==> src/rtl/bp_pkg.sv <==
// Shared types and defaults for the gshare branch predictor front end:
// PHT counter encodings and the in-flight branch record.
package bp_pkg;

    localparam int BP_IDX_W = 3;
    localparam int BP_DEPTH = 4;

    typedef enum logic [1:0] {
        SNT = 2'b00,
        WNT = 2'b01,
        WT  = 2'b10,
        ST  = 2'b11
    } pht_ctr_e;

    typedef struct packed {
        logic [BP_IDX_W-1:0] index;
        logic                pred;
    } bp_entry_t;

    // The direction bit of a 2-bit saturating counter is its MSB.
    function automatic logic ctr_taken(input pht_ctr_e ctr);
        return ctr[1];
    endfunction

endpackage

==> src/rtl/bp_inflight_fifo.sv <==
// In-order queue of predicted-but-unresolved branches; supports push, pop
// and a whole-queue flush for mispredict recovery.
module bp_inflight_fifo
    import bp_pkg::*;
#(
    parameter int  DEPTH   = BP_DEPTH,
    parameter type entry_t = bp_entry_t,
    localparam int PTR_W   = $clog2(DEPTH),
    localparam int CNT_W   = PTR_W + 1
) (
    input  logic             clk,
    input  logic             reset_n,
    input  logic             push,
    input  entry_t           push_entry,
    input  logic             pop,
    input  logic             flush,
    output entry_t           head,
    output logic             full,
    output logic             empty,
    output logic [CNT_W-1:0] occupancy
);

    entry_t           mem [DEPTH];
    logic [PTR_W-1:0] wr_ptr;
    logic [PTR_W-1:0] rd_ptr;
    logic [CNT_W-1:0] count;
    logic             do_push;
    logic             do_pop;

    assign full      = (count == CNT_W'(DEPTH));
    assign empty     = (count == '0);
    assign occupancy = count;
    assign head      = mem[rd_ptr];
    assign do_push   = push & ~full;
    assign do_pop    = pop & ~empty;

    // NOTE: storage has no reset; validity is tracked by count, so stale data is never observed.
    always_ff @(posedge clk) begin
        if (do_push) begin
            mem[wr_ptr] <= push_entry;
        end
    end

    // NOTE: non-blocking assignments so every register samples pre-edge values.
    always_ff @(posedge clk or negedge reset_n) begin
        if (!reset_n) begin
            wr_ptr <= '0;
            rd_ptr <= '0;
            count  <= '0;
        end else if (flush) begin
            wr_ptr <= '0;
            rd_ptr <= '0;
            count  <= '0;
        end else begin
            if (do_push) wr_ptr <= wr_ptr + 1'b1;
            if (do_pop)  rd_ptr <= rd_ptr + 1'b1;
            case ({do_push, do_pop})
                2'b10:   count <= count + 1'b1;
                2'b01:   count <= count - 1'b1;
                default: count <= count;
            endcase
        end
    end

endmodule

==> src/rtl/gshare_update_ctrl.sv <==
// gshare front end and retirement: hashes pc with speculative history, tracks
// in-flight predictions, issues PHT updates and repairs history on mispredict.
module gshare_update_ctrl
    import bp_pkg::*;
#(
    parameter int IDX_W = BP_IDX_W,
    parameter int DEPTH = BP_DEPTH
) (
    input  logic                   clk,
    input  logic                   reset_n,
    input  logic                   pred_valid,
    input  logic [IDX_W-1:0]       pred_pc,
    output logic                   pred_ready,
    output logic [IDX_W-1:0]       pht_rd_index,
    input  logic [1:0]             pht_rd_counter,
    output logic                   pred_taken,
    input  logic                   res_valid,
    input  logic                   res_taken,
    output logic                   mispredict,
    output logic                   pht_update_en,
    output logic [IDX_W-1:0]       pht_update_index,
    output logic                   pht_actual,
    output logic [IDX_W-1:0]       spec_ghr,
    output logic [IDX_W-1:0]       arch_ghr,
    output logic [$clog2(DEPTH):0] occupancy
);

    typedef struct packed {
        logic [IDX_W-1:0] index;
        logic             pred;
    } entry_t;

    entry_t           head;
    entry_t           push_entry;
    logic             full;
    logic             empty;
    logic             resolve;
    logic             head_mis;
    logic             accept;
    logic [IDX_W-1:0] arch_next;

    assign pht_rd_index = pred_pc ^ spec_ghr;
    assign pred_taken   = ctr_taken(pht_ctr_e'(pht_rd_counter));

    // A mispredicting head flushes the queue this edge, so new pushes are refused.
    assign resolve    = res_valid & ~empty;
    assign head_mis   = resolve & (head.pred != res_taken);
    assign pred_ready = ~full & ~head_mis;
    assign accept     = pred_valid & pred_ready;
    assign arch_next  = {arch_ghr[IDX_W-2:0], res_taken};
    assign push_entry = '{index: pht_rd_index, pred: pred_taken};

    bp_inflight_fifo #(
        .DEPTH   (DEPTH),
        .entry_t (entry_t)
    ) u_fifo (
        .clk        (clk),
        .reset_n    (reset_n),
        .push       (accept),
        .push_entry (push_entry),
        .pop        (resolve),
        .flush      (head_mis),
        .head       (head),
        .full       (full),
        .empty      (empty),
        .occupancy  (occupancy)
    );

    always_ff @(posedge clk or negedge reset_n) begin
        if (!reset_n) begin
            spec_ghr         <= '0;
            arch_ghr         <= '0;
            mispredict       <= 1'b0;
            pht_update_en    <= 1'b0;
            pht_update_index <= '0;
            pht_actual       <= 1'b0;
        end else begin
            mispredict    <= head_mis;
            pht_update_en <= resolve;
            if (resolve) begin
                arch_ghr         <= arch_next;
                pht_update_index <= head.index;
                pht_actual       <= res_taken;
            end
            // Repair takes priority; accept is already blocked on a mispredict.
            if (head_mis) begin
                spec_ghr <= arch_next;
            end else if (accept) begin
                spec_ghr <= {spec_ghr[IDX_W-2:0], pred_taken};
            end
        end
    end

endmodule

==> config.mk <==
export PLATFORM = sky130hd
export DESIGN_NAME = gshare_update_ctrl
export DESIGN_NICKNAME = d
export VERILOG_FILES = /design/src/rtl/bp_pkg.sv /design/src/rtl/bp_inflight_fifo.sv /design/src/rtl/gshare_update_ctrl.sv
export SDC_FILE = /design/constraint.sdc
export NUM_CORES = 1
export LEC_CHECK = 0
export ABC_AREA = 1
export CORE_AREA = 2 2 59 61
export CTS_BUF_LIST = sky130_fd_sc_hd__clkbuf_2 sky130_fd_sc_hd__clkbuf_4 sky130_fd_sc_hd__clkbuf_8
export DETAILED_ROUTE_END_ITERATION = 10
export DIE_AREA = 0 0 61 63
export MAX_ROUTING_LAYER = met4
export PLACE_DENSITY = 0.87
export SYNTH_ARGS = -nofsm -noshare
export SYNTH_HDL_FRONTEND = slang
export SYNTH_HIERARCHICAL = 1
export SYNTH_SLANG_ARGS = --single-unit
==> constraint.sdc <==
create_clock -name clk -period 3.9 [get_ports clk]
set_clock_uncertainty 0.1 [all_clocks]
set_input_delay 0.78 -clock clk [delete_from_list [all_inputs] [get_ports clk]]
set_output_delay 0.78 -clock clk [all_outputs]
set_load 0.02 [all_outputs]
==> summary.txt <==
Layout cells sized above 1: 13.2%
Syn Area/Cell: 9.65 um2
1st-iter DRT viols: 59
Drt wl/cell: 12.4 um
CTS Buffer Depth: 2
RSZ-0062 raised after global routing: no
Setup crit end: pred_ready
Ys async rst share: 52.9%
Run status: completed
Clock slew at reported path FFs: 0.10 ns
Routability Congestion: 0.751
Final slew viol count: 0
Peak supply drop: 508 uV
Post-synth EDFFs: 16
Initial cell density of the core: 51.1%
Clk root buf: clkbuf_4
Area contributors post-synth: edfxtp_1 (29%), dfrtp_1 (27%), nand2_1 (9.1%)
Worst hold stages: 2
Critical path endpoint category: output port
Setup violators final: 0
CP arrival: 2.72 ns
Fin nets: 218
Syn nets: 186
Max FO, Critical Path: 10
Largest net degree at the start of global routing: 19
Seq/Total Area, Yosys: 56.4%
Fin Setup TNS: 0 ns
Cell taking the most area after synthesis: edfxtp_1
FF-to-FF End: u_fifo/occupancy[2]
FF-to-FF Start: u_fifo/rd_ptr[0]
HP Class: reg2reg
Antenna diode count: 0
Top cell type's share of synthesized area: 29.1%
Clk_lat worst skew: 0.34 ns
Cell mode on critical path: inv_2
GRT Residual Overflow: 0
Initial antenna violation count: 0
Number of port buffers: 28
CP max stage delay: 0.59 ns
CTS buffer count: 5
CTS sink count: 34
CTS tree: done
P_sw: 0.737 mW
FP Rows: 21
Distinct cell type count after synthesis: 26
Fmax: 278 MHz
Fin crit share: 92.2%
PostCTS Resize Cnt: 0
Die width: 61 um
Net Sw Frac: 43.6%
Worst Setup SP: u_fifo/rd_ptr[0]
Post-layout total power: 1.69 mW
LEAKAGE: 0.928 nW
CTS Hold Bufs: 0
PwrDens: 832 nW/um2
DR pass1 iterations: 4
Clk network pwr share: 12.2%
Max cap viols: 0
R2R depth: 16
R2R setup slack: 0.80 ns
H-Tree Depth: 2
Pint: 0.954 mW
Seq pwr share: 36.3%
Setup bufs post-CTS: 0
Core ar.: 3230 um2
Gr usage total: 18.8%
Minimum clock period: 3.60 ns
Combinational share of power: 51.4%
Primary FF master, synth: dfrtp_1
DRC violations left: 0
CP Launch Type: register
CP Cell Sequence: inv_2 > o21ai_0 > o22ai_1 > nand2_1 > nand3_4 > inv_2 > or2_1 > inv_1 > clkdlybuf4s50_1
Die span in y: 63 um
Ys Warns: 6
Cells after Synth: 171
Synth-to-Final Area Change: 23.1%
Post-DRT Antenna Nets: 0
Vias in the first global route: 1,133
Final HPWL DP: 2270 um
Vias: 1,238
Critical path's slowest cell: clkdlybuf4s50_1
# IOs: 30
Worst Tran Pin Value: 0.801 ns
Die area: 3840 um2
Final hold vios: 0
First-pass GRT wire length: 5040 um
Critical setup path kind: reg2out
Min-delay src: pht_update_index[0]
Post-Route WL: 3090 um
Yosys reg bits: 34
Synth Cell Area: 1650 um2
Slew margin rel.: 46.4%
Required @ worst endpoint: 3.02 ns
Drt via density: 4.95
logic make-up after synthesis:
logic type | after synthesis | share of synthesized area, %
DFF | 34 | 56.4
xor gates and xnor gates | 4 | 2.12
and+or+nand+nor | 78 | 22.4
AOI/OAI and AO/OA | 22 | 7.66
adders and majority gates | 5 | 4.25
buffers and inverters | 28 | 7.13
layer usage:
layer / track usage, % / part of all wire [%]
met5: - / 0
met4: 6.52 / 1.6
met3: 6.21 / 5.0
met2: 30.0 / 51
met1: 21.8 / 42
power groups by stage:
stage | Sequential [mW] | Combinational [mW] | Clock [mW]
global route | 0.629 | 0.968 | 0.234
finish | 0.615 | 0.870 | 0.207
detailed placement | 0.625 | 0.873 | 0
floorplan | 0.674 | 0.510 | 0
global placement | 0.619 | 0.839 | 0
CTS | 0.617 | 0.876 | 0.210
per-stage QoR:
stage / utilization (%) / cells / area [um2] / setup slack, ns / hold slack, ns
3_3_place_gp: 60.9 / 242 / 1970 / 0.507 / 0.353
4_1_cts: 62.9 / 250 / 2030 / 0.307 / 0.382
5_1_grt: 62.9 / 250 / 2030 / 0.0769 / 0.398
2_1_floorplan: - / 171 / 1650 / 1.20 / 0.384
3_5_place_dp: 60.9 / 242 / 1970 / 0.480 / 0.357
6_report: 62.9 / 250 / 2030 / 0.304 / 0.377
worst max-delay path, delay by kind of cell, from the launching register on:
kind | cells | cell delay, ns
and+or+nand+nor | 3 | 0.58
DFF | 1 | 0.50
AOI/OAI and AO/OA | 2 | 0.36
buffers and inverters | 4 | 0.94
cells in the final DEF (no fill, tap or decap), types with 5 or more instances in the layout:
cell,n
o21ai_0,8
nor2_1,17
clkdlybuf4s50_1,28
dfrtp_1,18
inv_2,6
inv_1,17
edfxtp_1,16
clkbuf_4,6
o21ai_1,6
nand2_1,40
nand4_1,5
synthesized netlist by cell type (2+ instances only):
master / n
ha_1: 4
nor2_2: 2
nand3_1: 4
xor2_1: 4
nor2_1: 17
dfrtp_1: 18
inv_2: 6
o21ai_0: 8
nand4_1: 5
edfxtp_1: 16
nand2_1: 40
buf_4: 3
inv_1: 17
nand2_4: 2
o211ai_1: 3
o21ai_1: 6
nand2_2: 4
o22ai_1: 4
worst min path at each step:
stage,endpoint,slack [ns]
2_1_floorplan,arch_ghr[0],0.38
3_3_place_gp,pht_update_index[0],0.35
3_5_place_dp,arch_ghr[2],0.36
4_1_cts,arch_ghr[2],0.38
5_1_grt,arch_ghr[2],0.40
6_report,pht_update_index[0],0.38
flip-flops by register name (all words and copies together), names as in the netlist:
register and cells:
spec_ghr 3, pht_update_en 1, arch_ghr 3, mispredict 1, u_fifo/occupancy 3, pht_update_index 3, u_fifo/rd_ptr 2, u_fifo/mem 16
u_fifo/wr_ptr 2
cell type report:
type	count	area, um2
Inverter	24	90.1
Sequential cell	34	931
Multi-Input combinational cell	109	602
Clock inverter	1	5.00
Clock buffer	7	58.8
Tap cell	46	57.6
Fill cell	274	1200
Timing Repair Buffer	29	288
No activity file was read; power rests on OpenSTA's default activity.
